## config.mk

```make
export PLATFORM = sky130hd
export DESIGN_NAME = iso_lane_deframer
export DESIGN_NICKNAME = d
export VERILOG_FILES = /design/src/rtl/iso_lane_deframer.sv
export SDC_FILE = /design/constraint.sdc
export NUM_CORES = 1
export LEC_CHECK = 0
export ABC_AREA = 1
export CELL_PAD_IN_SITES_DETAIL_PLACEMENT = 0
export CELL_PAD_IN_SITES_GLOBAL_PLACEMENT = 1
export CORE_UTILIZATION = 35
export CTS_CLUSTER_SIZE = 25
export DETAILED_ROUTE_END_ITERATION = 10
export PLACE_DENSITY_LB_ADDON = 0.1
export SYNTH_ARGS = -nofsm -noshare
export SYNTH_HDL_FRONTEND = slang
export SYNTH_SLANG_ARGS = --single-unit
export TNS_END_PERCENT = 50
```

## constraint.sdc

```tcl
create_clock -name clk -period 3.1 [get_ports clk]
set_clock_uncertainty 0.2 [all_clocks]
set_input_delay 0.62 -clock clk [delete_from_list [all_inputs] [get_ports clk]]
set_output_delay 0.62 -clock clk [all_outputs]
set_load 0.01 [all_outputs]
```

## src/rtl/iso_lane_deframer.sv

```systemverilog
// Single-lane isochronous deframer: parses BS/SR, VB-ID/Mvid/Maud, BE, FS/FE stuffing and
// SS/SE secondary packets, and recovers pixel bytes, secondary bytes and line timing.
module iso_lane_deframer #(
    parameter logic [7:0] BS_SYM = 8'hBC,
    parameter logic [7:0] BE_SYM = 8'hFB,
    parameter logic [7:0] SR_SYM = 8'h1C,
    parameter logic [7:0] FS_SYM = 8'hFE,
    parameter logic [7:0] FE_SYM = 8'hF7,
    parameter logic [7:0] SS_SYM = 8'h5C,
    parameter logic [7:0] SE_SYM = 8'hFD,
    parameter int         CNT_W  = 16
) (
    input  logic             clk,
    input  logic             rst,
    input  logic [7:0]       iso_symbols,
    input  logic             iso_ctrl_flag,
    output logic [7:0]       pix_byte,
    output logic             pix_vld,
    output logic [7:0]       sec_byte,
    output logic             sec_vld,
    output logic [7:0]       vbid,
    output logic [7:0]       mvid,
    output logic [7:0]       maud,
    output logic             vbid_vld,
    output logic [CNT_W-1:0] line_bytes,
    output logic             line_done,
    output logic             sr_seen,
    output logic             locked,
    output logic             err
);

    typedef enum logic [2:0] {
        S_HUNT   = 3'd0,
        S_VBID   = 3'd1,
        S_MVID   = 3'd2,
        S_MAUD   = 3'd3,
        S_BLANK  = 3'd4,
        S_SEC    = 3'd5,
        S_ACTIVE = 3'd6,
        S_STUFF  = 3'd7
    } state_t;

    state_t           r_state, w_state_nxt;
    logic [CNT_W-1:0] r_cnt, w_cnt_nxt, w_cnt_inc;
    logic [7:0]       r_pix_byte, w_pix_byte_nxt;
    logic             r_pix_vld, w_pix_vld_nxt;
    logic [7:0]       r_sec_byte, w_sec_byte_nxt;
    logic             r_sec_vld, w_sec_vld_nxt;
    logic [7:0]       r_vbid, w_vbid_nxt;
    logic [7:0]       r_mvid, w_mvid_nxt;
    logic [7:0]       r_maud, w_maud_nxt;
    logic             r_vbid_vld, w_vbid_vld_nxt;
    logic [CNT_W-1:0] r_line_bytes, w_line_bytes_nxt;
    logic             r_line_done, w_line_done_nxt;
    logic             r_sr_seen;
    logic             r_locked, w_locked_nxt;
    logic             r_err, w_err_nxt;
    logic             w_proto_err;

    logic w_is_sr, w_is_bs, w_is_be, w_is_fs, w_is_fe, w_is_ss, w_is_se;

    // SR is a scrambler-reset substitute for BS and is otherwise handled identically.
    assign w_is_sr   = iso_ctrl_flag && (iso_symbols == SR_SYM);
    assign w_is_bs   = iso_ctrl_flag && ((iso_symbols == BS_SYM) || (iso_symbols == SR_SYM));
    assign w_is_be   = iso_ctrl_flag && (iso_symbols == BE_SYM);
    assign w_is_fs   = iso_ctrl_flag && (iso_symbols == FS_SYM);
    assign w_is_fe   = iso_ctrl_flag && (iso_symbols == FE_SYM);
    assign w_is_ss   = iso_ctrl_flag && (iso_symbols == SS_SYM);
    assign w_is_se   = iso_ctrl_flag && (iso_symbols == SE_SYM);
    assign w_cnt_inc = (r_cnt == {CNT_W{1'b1}}) ? r_cnt : (r_cnt + CNT_W'(1));

    // Next-state and next-output decode for every received symbol.
    always_comb begin
        w_state_nxt      = r_state;
        w_cnt_nxt        = r_cnt;
        w_pix_byte_nxt   = r_pix_byte;
        w_pix_vld_nxt    = 1'b0;
        w_sec_byte_nxt   = r_sec_byte;
        w_sec_vld_nxt    = 1'b0;
        w_vbid_nxt       = r_vbid;
        w_mvid_nxt       = r_mvid;
        w_maud_nxt       = r_maud;
        w_vbid_vld_nxt   = 1'b0;
        w_line_bytes_nxt = r_line_bytes;
        w_line_done_nxt  = 1'b0;
        w_locked_nxt     = r_locked;
        w_err_nxt        = 1'b0;
        w_proto_err      = 1'b0;

        case (r_state)
            S_HUNT: begin
                if (w_is_bs) begin
                    w_state_nxt  = S_VBID;
                    w_locked_nxt = 1'b1;
                end else begin
                    w_state_nxt = S_HUNT;
                end
            end
            S_VBID: begin
                if (iso_ctrl_flag) begin
                    w_proto_err = 1'b1;
                end else begin
                    w_vbid_nxt  = iso_symbols;
                    w_state_nxt = S_MVID;
                end
            end
            S_MVID: begin
                if (iso_ctrl_flag) begin
                    w_proto_err = 1'b1;
                end else begin
                    w_mvid_nxt  = iso_symbols;
                    w_state_nxt = S_MAUD;
                end
            end
            S_MAUD: begin
                if (iso_ctrl_flag) begin
                    w_proto_err = 1'b1;
                end else begin
                    w_maud_nxt     = iso_symbols;
                    w_vbid_vld_nxt = 1'b1;
                    w_state_nxt    = S_BLANK;
                end
            end
            S_BLANK: begin
                if (!iso_ctrl_flag) begin
                    w_state_nxt = S_BLANK;
                end else if (w_is_ss) begin
                    w_state_nxt = S_SEC;
                end else if (w_is_be) begin
                    w_state_nxt = S_ACTIVE;
                    w_cnt_nxt   = {CNT_W{1'b0}};
                end else if (w_is_bs) begin
                    w_state_nxt = S_VBID;
                end else begin
                    w_proto_err = 1'b1;
                end
            end
            S_SEC: begin
                if (!iso_ctrl_flag) begin
                    w_sec_byte_nxt = iso_symbols;
                    w_sec_vld_nxt  = 1'b1;
                end else if (w_is_se) begin
                    w_state_nxt = S_BLANK;
                end else begin
                    w_proto_err = 1'b1;
                end
            end
            S_ACTIVE: begin
                if (!iso_ctrl_flag) begin
                    w_pix_byte_nxt = iso_symbols;
                    w_pix_vld_nxt  = 1'b1;
                    w_cnt_nxt      = w_cnt_inc;
                end else if (w_is_fs) begin
                    w_state_nxt = S_STUFF;
                end else if (w_is_bs) begin
                    w_line_done_nxt  = 1'b1;
                    w_line_bytes_nxt = r_cnt;
                    w_state_nxt      = S_VBID;
                end else begin
                    w_proto_err = 1'b1;
                end
            end
            S_STUFF: begin
                if (!iso_ctrl_flag) begin
                    w_state_nxt = S_STUFF;
                end else if (w_is_fe) begin
                    w_state_nxt = S_ACTIVE;
                end else begin
                    w_proto_err = 1'b1;
                end
            end
            default: begin
                w_state_nxt = S_HUNT;
            end
        endcase

        // A protocol error drops lock and discards any pending line.
        if (w_proto_err) begin
            w_err_nxt       = 1'b1;
            w_locked_nxt    = 1'b0;
            w_line_done_nxt = 1'b0;
            w_state_nxt     = S_HUNT;
        end else begin
            w_err_nxt = 1'b0;
        end
    end

    // State, counter and registered outputs.
    always_ff @(posedge clk or posedge rst) begin
        if (rst) begin
            r_state      <= S_HUNT;
            r_cnt        <= {CNT_W{1'b0}};
            r_pix_byte   <= 8'h00;
            r_pix_vld    <= 1'b0;
            r_sec_byte   <= 8'h00;
            r_sec_vld    <= 1'b0;
            r_vbid       <= 8'h00;
            r_mvid       <= 8'h00;
            r_maud       <= 8'h00;
            r_vbid_vld   <= 1'b0;
            r_line_bytes <= {CNT_W{1'b0}};
            r_line_done  <= 1'b0;
            r_sr_seen    <= 1'b0;
            r_locked     <= 1'b0;
            r_err        <= 1'b0;
        end else begin
            r_state      <= w_state_nxt;
            r_cnt        <= w_cnt_nxt;
            r_pix_byte   <= w_pix_byte_nxt;
            r_pix_vld    <= w_pix_vld_nxt;
            r_sec_byte   <= w_sec_byte_nxt;
            r_sec_vld    <= w_sec_vld_nxt;
            r_vbid       <= w_vbid_nxt;
            r_mvid       <= w_mvid_nxt;
            r_maud       <= w_maud_nxt;
            r_vbid_vld   <= w_vbid_vld_nxt;
            r_line_bytes <= w_line_bytes_nxt;
            r_line_done  <= w_line_done_nxt;
            r_sr_seen    <= w_is_sr;
            r_locked     <= w_locked_nxt;
            r_err        <= w_err_nxt;
        end
    end

    assign pix_byte   = r_pix_byte;
    assign pix_vld    = r_pix_vld;
    assign sec_byte   = r_sec_byte;
    assign sec_vld    = r_sec_vld;
    assign vbid       = r_vbid;
    assign mvid       = r_mvid;
    assign maud       = r_maud;
    assign vbid_vld   = r_vbid_vld;
    assign line_bytes = r_line_bytes;
    assign line_done  = r_line_done;
    assign sr_seen    = r_sr_seen;
    assign locked     = r_locked;
    assign err        = r_err;

endmodule

```

# Yosys cells after proc, flatten, opt, wreduce, memory -nomap -nowiden
# Index checks and enable logic that the tools add are counted.
[word_totals]
reg_bits = 82
input_bits = 11
out_inout_bits = 63
elab_cells = 114
[op_classes]
add_sub_neg = 1
eq_ne = 27
n_mux = 47
n_bitwise = 2
n_reduce_logical = 22
[op_table]
columns = ["op", "count"]
rows = [
  ["two-way mux 16 bit", 5],
  ["two-way mux 3 bit", 14],
  ["== test 8 bit, second input constant", 5],
  ["one-hot mux 16 bit (2 select lines)", 1],
  ["two-way mux 1 bit", 25],
  ["one-hot mux 3 bit (8 select lines)", 1],
  ["inequality test 3 bit, second input constant", 6],
  ["adder 16 x 1 -> 16 bit, second input constant", 1],
  ["== test 16 bit, second input constant", 1],
  ["== test 3 bit, second input constant", 4],
  ["AND reduction 2 bit", 6],
  ["inequality test 2 bit, second input constant", 5],
  ["== test 8 x 5 -> 1 bit, second input constant", 1],
  ["== test 8 x 7 -> 1 bit, second input constant", 1],
  ["logical AND 1 bit", 7],
  ["AND reduction 7 bit", 1],
  ["== test 3 x 2 -> 1 bit, second input constant", 2],
  ["AND reduction 6 bit", 1],
  ["nonzero test 2 bit", 3],
  ["one-hot mux 1 bit (5 select lines)", 1],
  ["inequality test 4 bit, second input constant", 1],
  ["AND reduction 4 bit", 1],
  ["== test 3 x 1 -> 1 bit, second input constant", 1],
  ["logical NOT 3 bit", 1],
  ["other kinds (3)", 4],
]

# Longest topological paths before layout
# Gate-level depths: netlist of the first run.
[logic_depth]
ltp_word = 10
ltp_mapped = 11
depth_no_buf = 11

# Least setup slack after synthesis of the first run
# Ideal clock, no wire load.
[synth_path]
path_kind = "input to register"
startpoint = "input iso_ctrl_flag"
endpoint = "register r_line_bytes[1], in the netlist line_bytes[1]"
setup_time_ns = 0.118
arrival_ns = 1.660
required_time_ns = 2.782
setup_slack_ns = 1.122
stages = 9
n_path_buf = 2
path_cell_list = "buf_4 -> nand2_4 -> nor2_4 -> nand3_4 -> nor2_8 -> inv_6 -> buf_6 -> a21oi_1 -> inv_1"
[synth_via]
elab_chain_len = 3
elab_cells_between_ends = 4
cone_classes = "1 x bitwise; 3 x reduce/logical"
[synth_rtl]
columns = ["element", "line_no", "rtl"]
rows = [
  ["from (decl)", "16", "input logic iso_ctrl_flag,"],
  ["logical AND 1 bit", "66", "assign w_is_fs = iso_ctrl_flag && (iso_symbols == FS_SYM);"],
  ["inverter 1 bit (no line)", "--", ""],
  ["AND reduction 4 bit (no line) (*)", "--", ""],
  ["to (signal assigned)", "201", "r_line_bytes <= {CNT_W{1'b0}};"],
  ["to (signal assigned)", "217", "r_line_bytes <= w_line_bytes_nxt;"],
  ["to (decl)", "53", "logic [CNT_W-1:0] r_line_bytes, w_line_bytes_nxt;"],
]
# Every way passes the cells marked *; elsewhere a longest branch is shown, timed or not.
# A chain may end at the register's enable or synchronous reset.

# Worst setup path after layout of the first run
[layout_path]
startpoint = "input iso_symbols[4]"
endpoint = "register r_cnt[1]"
[layout_via]
elab_chain_len = 4
elab_cells_between_ends = 7
cone_classes = "4 x eq/ne; 3 x reduce/logical"
[layout_rtl]
columns = ["element", "line_no", "rtl"]
rows = [
  ["from (decl)", "15", "input logic [7:0] iso_symbols,"],
  ["== test 8 x 7 -> 1 bit or == test 8 bit (tied branches)", "68, 65", ""],
  ["logical AND 1 bit (on tied branches)", "68, 65", ""],
  ["inequality test 2 bit (no line)", "--", ""],
  ["AND reduction 6 bit (no line) (*)", "--", ""],
  ["to (signal assigned)", "192", "r_cnt <= {CNT_W{1'b0}};"],
  ["to (signal assigned)", "208", "r_cnt <= w_cnt_nxt;"],
  ["to (decl)", "44", "logic [CNT_W-1:0] r_cnt, w_cnt_nxt, w_cnt_inc;"],
]
# Marked as above.

==> impl_metrics.tcl, run 1 <==
set metrics [dict create \
    worst_slew_pin_slew_ns 0.557 \
    post_cts_buffers 0 \
    cp.required_ns 3.19 \
    wire_per_inst_um 14.5 \
    drive_above_1_share_pct 10.9 \
    p_per_area_nw_per_um2 706 \
    timing.rr.end "r_cnt[9]$_DFFE_PP0P_" \
    status "completed" \
    start_util_pct 36.5 \
    rows 37 \
    pin_count 74 \
    hold_violations 0 \
    grt_pass1_vias 2943 \
    syn_area_per_cell_um2 8.80 \
    final.setup.tns_ns 0 \
    overflow 0 \
    reg2reg_slack_ns 0.92 \
    routed_via_density 4.72 \
    drv_cap 0 \
    drc 0 \
    synth_nets 446 \
    crit_path_max_fanout 20 \
    area_delta_synth_final_pct 28.4 \
    synth_top_family_by_area "simple AND/OR/NAND/NOR gates" \
    coreArea_um2 10500 \
    clkSlewWorstSetupHoldPaths_ns 0.09 \
    antenna-diode-count 0 \
    track_usage_pct 18.2 \
    stdcell_count 650 \
    switchingPower_mw 1.14 \
    swShare_pct 32.8 \
    grt_pass1_wl_um 15700 \
    postCtsResizedCells 0 \
    drtIter0Drc 143 \
    cts_num_sinks 82 \
    die_y_um 106 \
    clockRootBuffer "clkbuf_8" \
    dp_hpwl_um 6570 \
    endpoint_kind "flop" \
    totalPowerFinal_mw 3.46 \
    clockBufferDepth 2 \
    holdCritStartpoint "line_bytes[5]$_DFFE_PP0P_" \
    yosys.area_share.simple_pct 23.8 \
    yosysUniqueCellTypes 37 \
    rsz0062_at_grt "false" \
    ys_seq_area_share_pct 53.7 \
    grt_max_degree 83 \
    drtPass1Iterations 4 \
    routed_wl_um 9420 \
    rr_startpoint "r_cnt[0]$_DFFE_PP0P_" \
    ant_nets 0 \
    die_x_um 106 \
    p_leak_nw 2.34 \
    port-buffer-count 73 \
    clkPwrFrac_pct 26.2 \
    synthCells 434 \
    utilization_pct 46.9 \
    final_area_um2 4910 \
    vias 3068 \
    maxSlewHeadroom_pct 62.6 \
    antenna_found_initial 0 \
    synthAdderAreaFrac_pct 0.327 \
    syn_area_um2 3820 \
    peakVddDrop_uv 360 \
    synthMuxAreaShare_pct 2.10 \
    path_class "input port to flop" \
    finalCritPeriodShare_pct 76.5 \
    clk-insertion-delay-late_ns 0.35 \
    synth_compound_gate_area_share_pct 10.3 \
    holdBufCountCts 0 \
    fill_cells 1069 \
    critPathLaunchType "input port" \
    min_to "line_bytes[5]$_DFFE_PP0P_" \
    synth_xor_xnor_area_share_pct 2.52 \
    cts_buffers 9 \
    critPathArrivalTime_ns 2.46 \
    h-tree-depth 3 \
    power_frac_comb_pct 30.9 \
    report.final.setup_viol 0 \
    synth_warnings 0 \
    dp.cells 634 \
    cts_tree "yes" \
    hold_path.class "flop to flop" \
    finalCriticalPeriod_ns 2.37 \
    dieArea_um2 11300 \
    min_delay_path_depth 2 \
    ys_ff_latch 82 \
    pwr-share-seq_pct 42.9 \
    gp_congestion 0.836 \
    max_freq_ghz 0.422 \
    intPower_mw 2.33 \
    place_area_um2 4670 \
    rr_worst_depth 9 \
    layout.nets 521 \
    drv_slew 0 \
]
## power by group through the flow
stage	Clock, mW	Combinational (mW)	Sequential (mW)
after detailed placement	0	1.08	1.50
after CTS	0.938	1.09	1.49
after floorplan	0	0.438	1.58
after global placement	0	1.08	1.50
final	0.909	1.07	1.48
after global routing	0.986	1.19	1.52
## layer usage
metal	up-vias	routed length [um]	track usage, %
li1	1531	-	-
met1	1460	4710	27.8
met2	68	4100	25.6
met3	9	501	3.43
met4	0	100	5.58
met5	-	0	0
## cell families after synthesis
| family | count (synthesis) |
|---|---|
| xor+xnor | 11 |
| simple gates | 204 |
| compound gates | 67 |
| mux | 8 |
| buf+inv | 61 |
| flops | 82 |
| fa+ha+maj | 1 |
## worst max-delay path, stage by stage
cell,delay [ns]
clkdlybuf4s50_1,0.51
nand3_1,0.13
nor2_1,0.23
nand3_1,0.19
nand2_1,0.11
o21ai_2,0.08
a21oi_4,0.11
buf_4,0.29
nand3_1,0.11
nand2_1,0.07
## Yosys cell counts, drive strengths merged
| cell | n | area, um2 |
|---|---|---|
| buf | 7 | 68.8 |
| inv | 47 | 181 |
| clkbuf | 6 | 23.8 |
| o21a | 1 | 7.51 |
| nand4 | 3 | 18.8 |
| xor2 | 8 | 70.1 |
| o21ai | 51 | 282 |
| xnor2 | 3 | 26.3 |
| a21o | 1 | 15.0 |
| a21oi | 14 | 88.8 |
| nor2 | 48 | 219 |
| ha | 1 | 12.5 |
| clkinv | 1 | 5.00 |
| nor3 | 7 | 35.0 |
| nand3 | 26 | 148 |
| nand3b | 1 | 7.51 |
| mux2i | 8 | 80.1 |
| nor4 | 1 | 6.26 |
| nand2 | 117 | 467 |
| nor3b | 1 | 7.51 |
| dfrtp | 82 | 2050 |
## metrics by stage
stage / hold WS [ns] / setup slack (ns)
finish: 0.286 / 0.728
global placement: 0.260 / 0.439
global route: 0.304 / 0.586
floorplan: 0.295 / 0.172
CTS: 0.292 / 0.748
detailed placement: 0.272 / 0.378
## sequential cells by signal (all words and copies together) (netlist names), 3 cells and up
signal / flops
r_cnt: 16
r_state: 3
mvid: 8
sec_byte: 8
line_bytes: 16
maud: 8
pix_byte: 8
vbid: 8
## placed cells by master, fill, tap and decap left out, types with 8 or more instances in the layout
cell type,n
inv_1,38
a21oi_1,11
o21ai_0,39
xor2_1,8
nand2_1,110
mux2i_1,8
dfrtp_1,82
clkdlybuf4s50_1,73
nor2_1,42
clkbuf_8,9
nand3_1,24
## final cells by class
type	instances	area, um2	share of cell area, %
Timing Repair Buffer	77	773	15.8
Sequential cell	82	2050	41.8
Clock inverter	7	109	2.22
Multi-Input combinational cell	291	1490	30.4
Tap cell	136	170	3.47
Inverter	48	188	3.83
Clock buffer	9	124	2.52
## worst max-delay path by stage
stage	cells after the start	to	startpoint
CTS	10	r_cnt[1]$_DFFE_PP0P_	iso_symbols[6]
floorplan	1	err$_DFF_PP0_	rst
finish	10	r_cnt[1]$_DFFE_PP0P_	iso_symbols[4]
global placement	10	r_cnt[13]$_DFFE_PP0P_	iso_symbols[6]
global route	10	r_cnt[8]$_DFFE_PP0P_	iso_symbols[4]
detailed placement	10	r_cnt[13]$_DFFE_PP0P_	iso_symbols[6]
Note: power is estimated with default switching activity, not from simulation.
==> run 2, diff against run 1 <==
--- a/config.mk
+++ b/config.mk
@@ -8,7 +8,7 @@
 export ABC_AREA = 1
 export CELL_PAD_IN_SITES_DETAIL_PLACEMENT = 0
 export CELL_PAD_IN_SITES_GLOBAL_PLACEMENT = 1
-export CORE_UTILIZATION = 35
+export CORE_UTILIZATION = 39
 export CTS_CLUSTER_SIZE = 25
 export DETAILED_ROUTE_END_ITERATION = 10
 export PLACE_DENSITY_LB_ADDON = 0.1
==> constraint.sdc (replaced) <==
create_clock -name clk -period 2.2 [get_ports clk]
set_clock_uncertainty 0.2 [all_clocks]
set_input_delay 0.44 -clock clk [delete_from_list [all_inputs] [get_ports clk]]
set_output_delay 0.44 -clock clk [all_outputs]
set_load 0.01 [all_outputs]
==> impl_metrics.tcl, run 2 (same netlist as run 1, synthesis figures left out) <==
set metrics [dict create \
    rr_worst_depth 9 \
    clockBufferDepth 2 \
    start_util_pct 40.8 \
    layout_commonest_cell "nand2_1" \
    final_cell_mix "110 x nand2_1, 82 x dfrtp_1, 73 x clkdlybuf4s50_1" \
    pwr-share-seq_pct 41.5 \
    max_freq_ghz 0.507 \
    drive_above_1_share_pct 15.8 \
    path_class "input port to flop" \
    hold_ws_ns 0.280 \
    final_area_um2 5200 \
    drv_cap 0 \
    overflow 0 \
    finalCritPeriodShare_pct 89.6 \
    cts_buffers 9 \
    use_met2_pct 31.0 \
    area_delta_synth_final_pct 36.1 \
    place_area_um2 4950 \
    use_met1_pct 29.1 \
    critPathLaunchType "input port" \
    endpoint_kind "flop" \
    crit_path_max_fanout 7 \
    busiest_layer "met2" \
    die_y_um 101 \
    pin_count 74 \
    hold_path.class "flop to flop" \
    hold_violations 0 \
    ant_nets 0 \
    grt_pass1_vias 3130 \
    min_delay_path_depth 2 \
    routed_wl_um 9590 \
    drtIter0Drc 110 \
    peakVddDrop_uv 573 \
    drtPass1Iterations 4 \
    grt_pass1_wl_um 15700 \
    antenna_found_initial 0 \
    finalCriticalPeriod_ns 1.97 \
    dp_hpwl_um 7110 \
    cts_tree "yes" \
    layout.nets 551 \
    critPathArrivalTime_ns 2.05 \
    track_usage_pct 20.4 \
    gr-usage-met3_pct 3.81 \
    clockRootBuffer "clkbuf_8" \
    grt_max_degree 42 \
    routed_via_density 4.65 \
    rows 35 \
    gp_congestion 0.866 \
    swShare_pct 31.5 \
    cp.required_ns 2.28 \
    clk-insertion-delay-late_ns 0.35 \
    holdBufCountCts 0 \
    port-buffer-count 73 \
    worst_slew_pin_slew_ns 0.435 \
    wire_per_inst_um 14.2 \
    maxSlewHeadroom_pct 70.8 \
    totalPowerFinal_mw 5.05 \
    antenna-diode-count 0 \
    post_cts_buffers 0 \
    die_x_um 101 \
    clkPwrFrac_pct 26.7 \
    rsz0062_at_grt "false" \
    clkSlewWorstSetupHoldPaths_ns 0.09 \
    drc 0 \
    status "completed" \
    cts_num_sinks 82 \
    reg2reg_slack_ns 0.24 \
    vias 3132 \
    p_per_area_nw_per_um2 970 \
    p_leak_nw 2.51 \
    postCtsResizedCells 0 \
    coreArea_um2 9370 \
    dp.cells 657 \
    h-tree-depth 3 \
    drv_slew 0 \
    switchingPower_mw 1.59 \
    power_frac_comb_pct 31.9 \
    intPower_mw 3.45 \
    dieArea_um2 10200 \
    final.setup.tns_ns 0 \
    stdcell_count 673 \
    report.final.setup_viol 0 \
]
-- run 2: cell count changes in the layout (fill, tap and decap cells not counted), sizes merged --
cell,delta
clkinvlp,+1
buf,+30
bufinv,+1
clkinv,-2
-- run 2: path summary, 6_finish.rpt --
kind,from,to
setup / recovery,iso_symbols[3],r_state[2]$_DFFE_PP0P_
hold / removal,line_bytes[9]$_DFFE_PP0P_,line_bytes[9]$_DFFE_PP0P_
setup reg to reg,r_state[1]$_DFFE_PP0P_,r_cnt[13]$_DFFE_PP0P_
hold reg to reg,line_bytes[9]$_DFFE_PP0P_,line_bytes[9]$_DFFE_PP0P_
max in group asynchronous,rst,line_bytes[7]$_DFFE_PP0P_
min in group asynchronous,rst,line_bytes[1]$_DFFE_PP0P_
-- run 2: routing by layer --
layer	vias to the layer above	part of all wire, %
li1	1591	-
met1	1453	51
met2	76	45
met3	12	3.3
met4	0	1.1
met5	-	0
-- run 2: critical path, stage by stage --
cell and delay [ns]:
clkdlybuf4s50_1 0.48, buf_4 0.12, nand3_2 0.10, nor2_4 0.13, nand3_4 0.14, buf_4 0.18
nand3_1 0.06, nand3_1 0.08, nand3_1 0.14, inv_1 0.09, nor2_1 0.09
-- run 2: layout make-up --
cell class	count	area [um2]
Clock inverter	7	124
Multi-Input combinational cell	291	1490
Inverter	48	190
Clock buffer	9	124
Sequential cell	82	2050
Tap cell	129	161
Fill cell	904	4170
Timing Repair Buffer	107	1060
-- run 2: power by group through the flow --
stage	logic (mW)	registers, mW	clock network (mW)
after global placement	1.60	2.12	0
final	1.61	2.09	1.35
after detailed placement	1.62	2.12	0
after CTS	1.63	2.09	1.38
after floorplan	0.617	2.22	0
after global routing	1.75	2.13	1.45
-- run 2: metrics by stage --
stage               setup slack, ns  util (%)
floorplan                     0.402         -
detailed placement           -0.139      52.9
global placement             -0.138      52.9
finish                        0.229      55.5
global route                 0.0839      55.5
CTS                           0.225      55.5
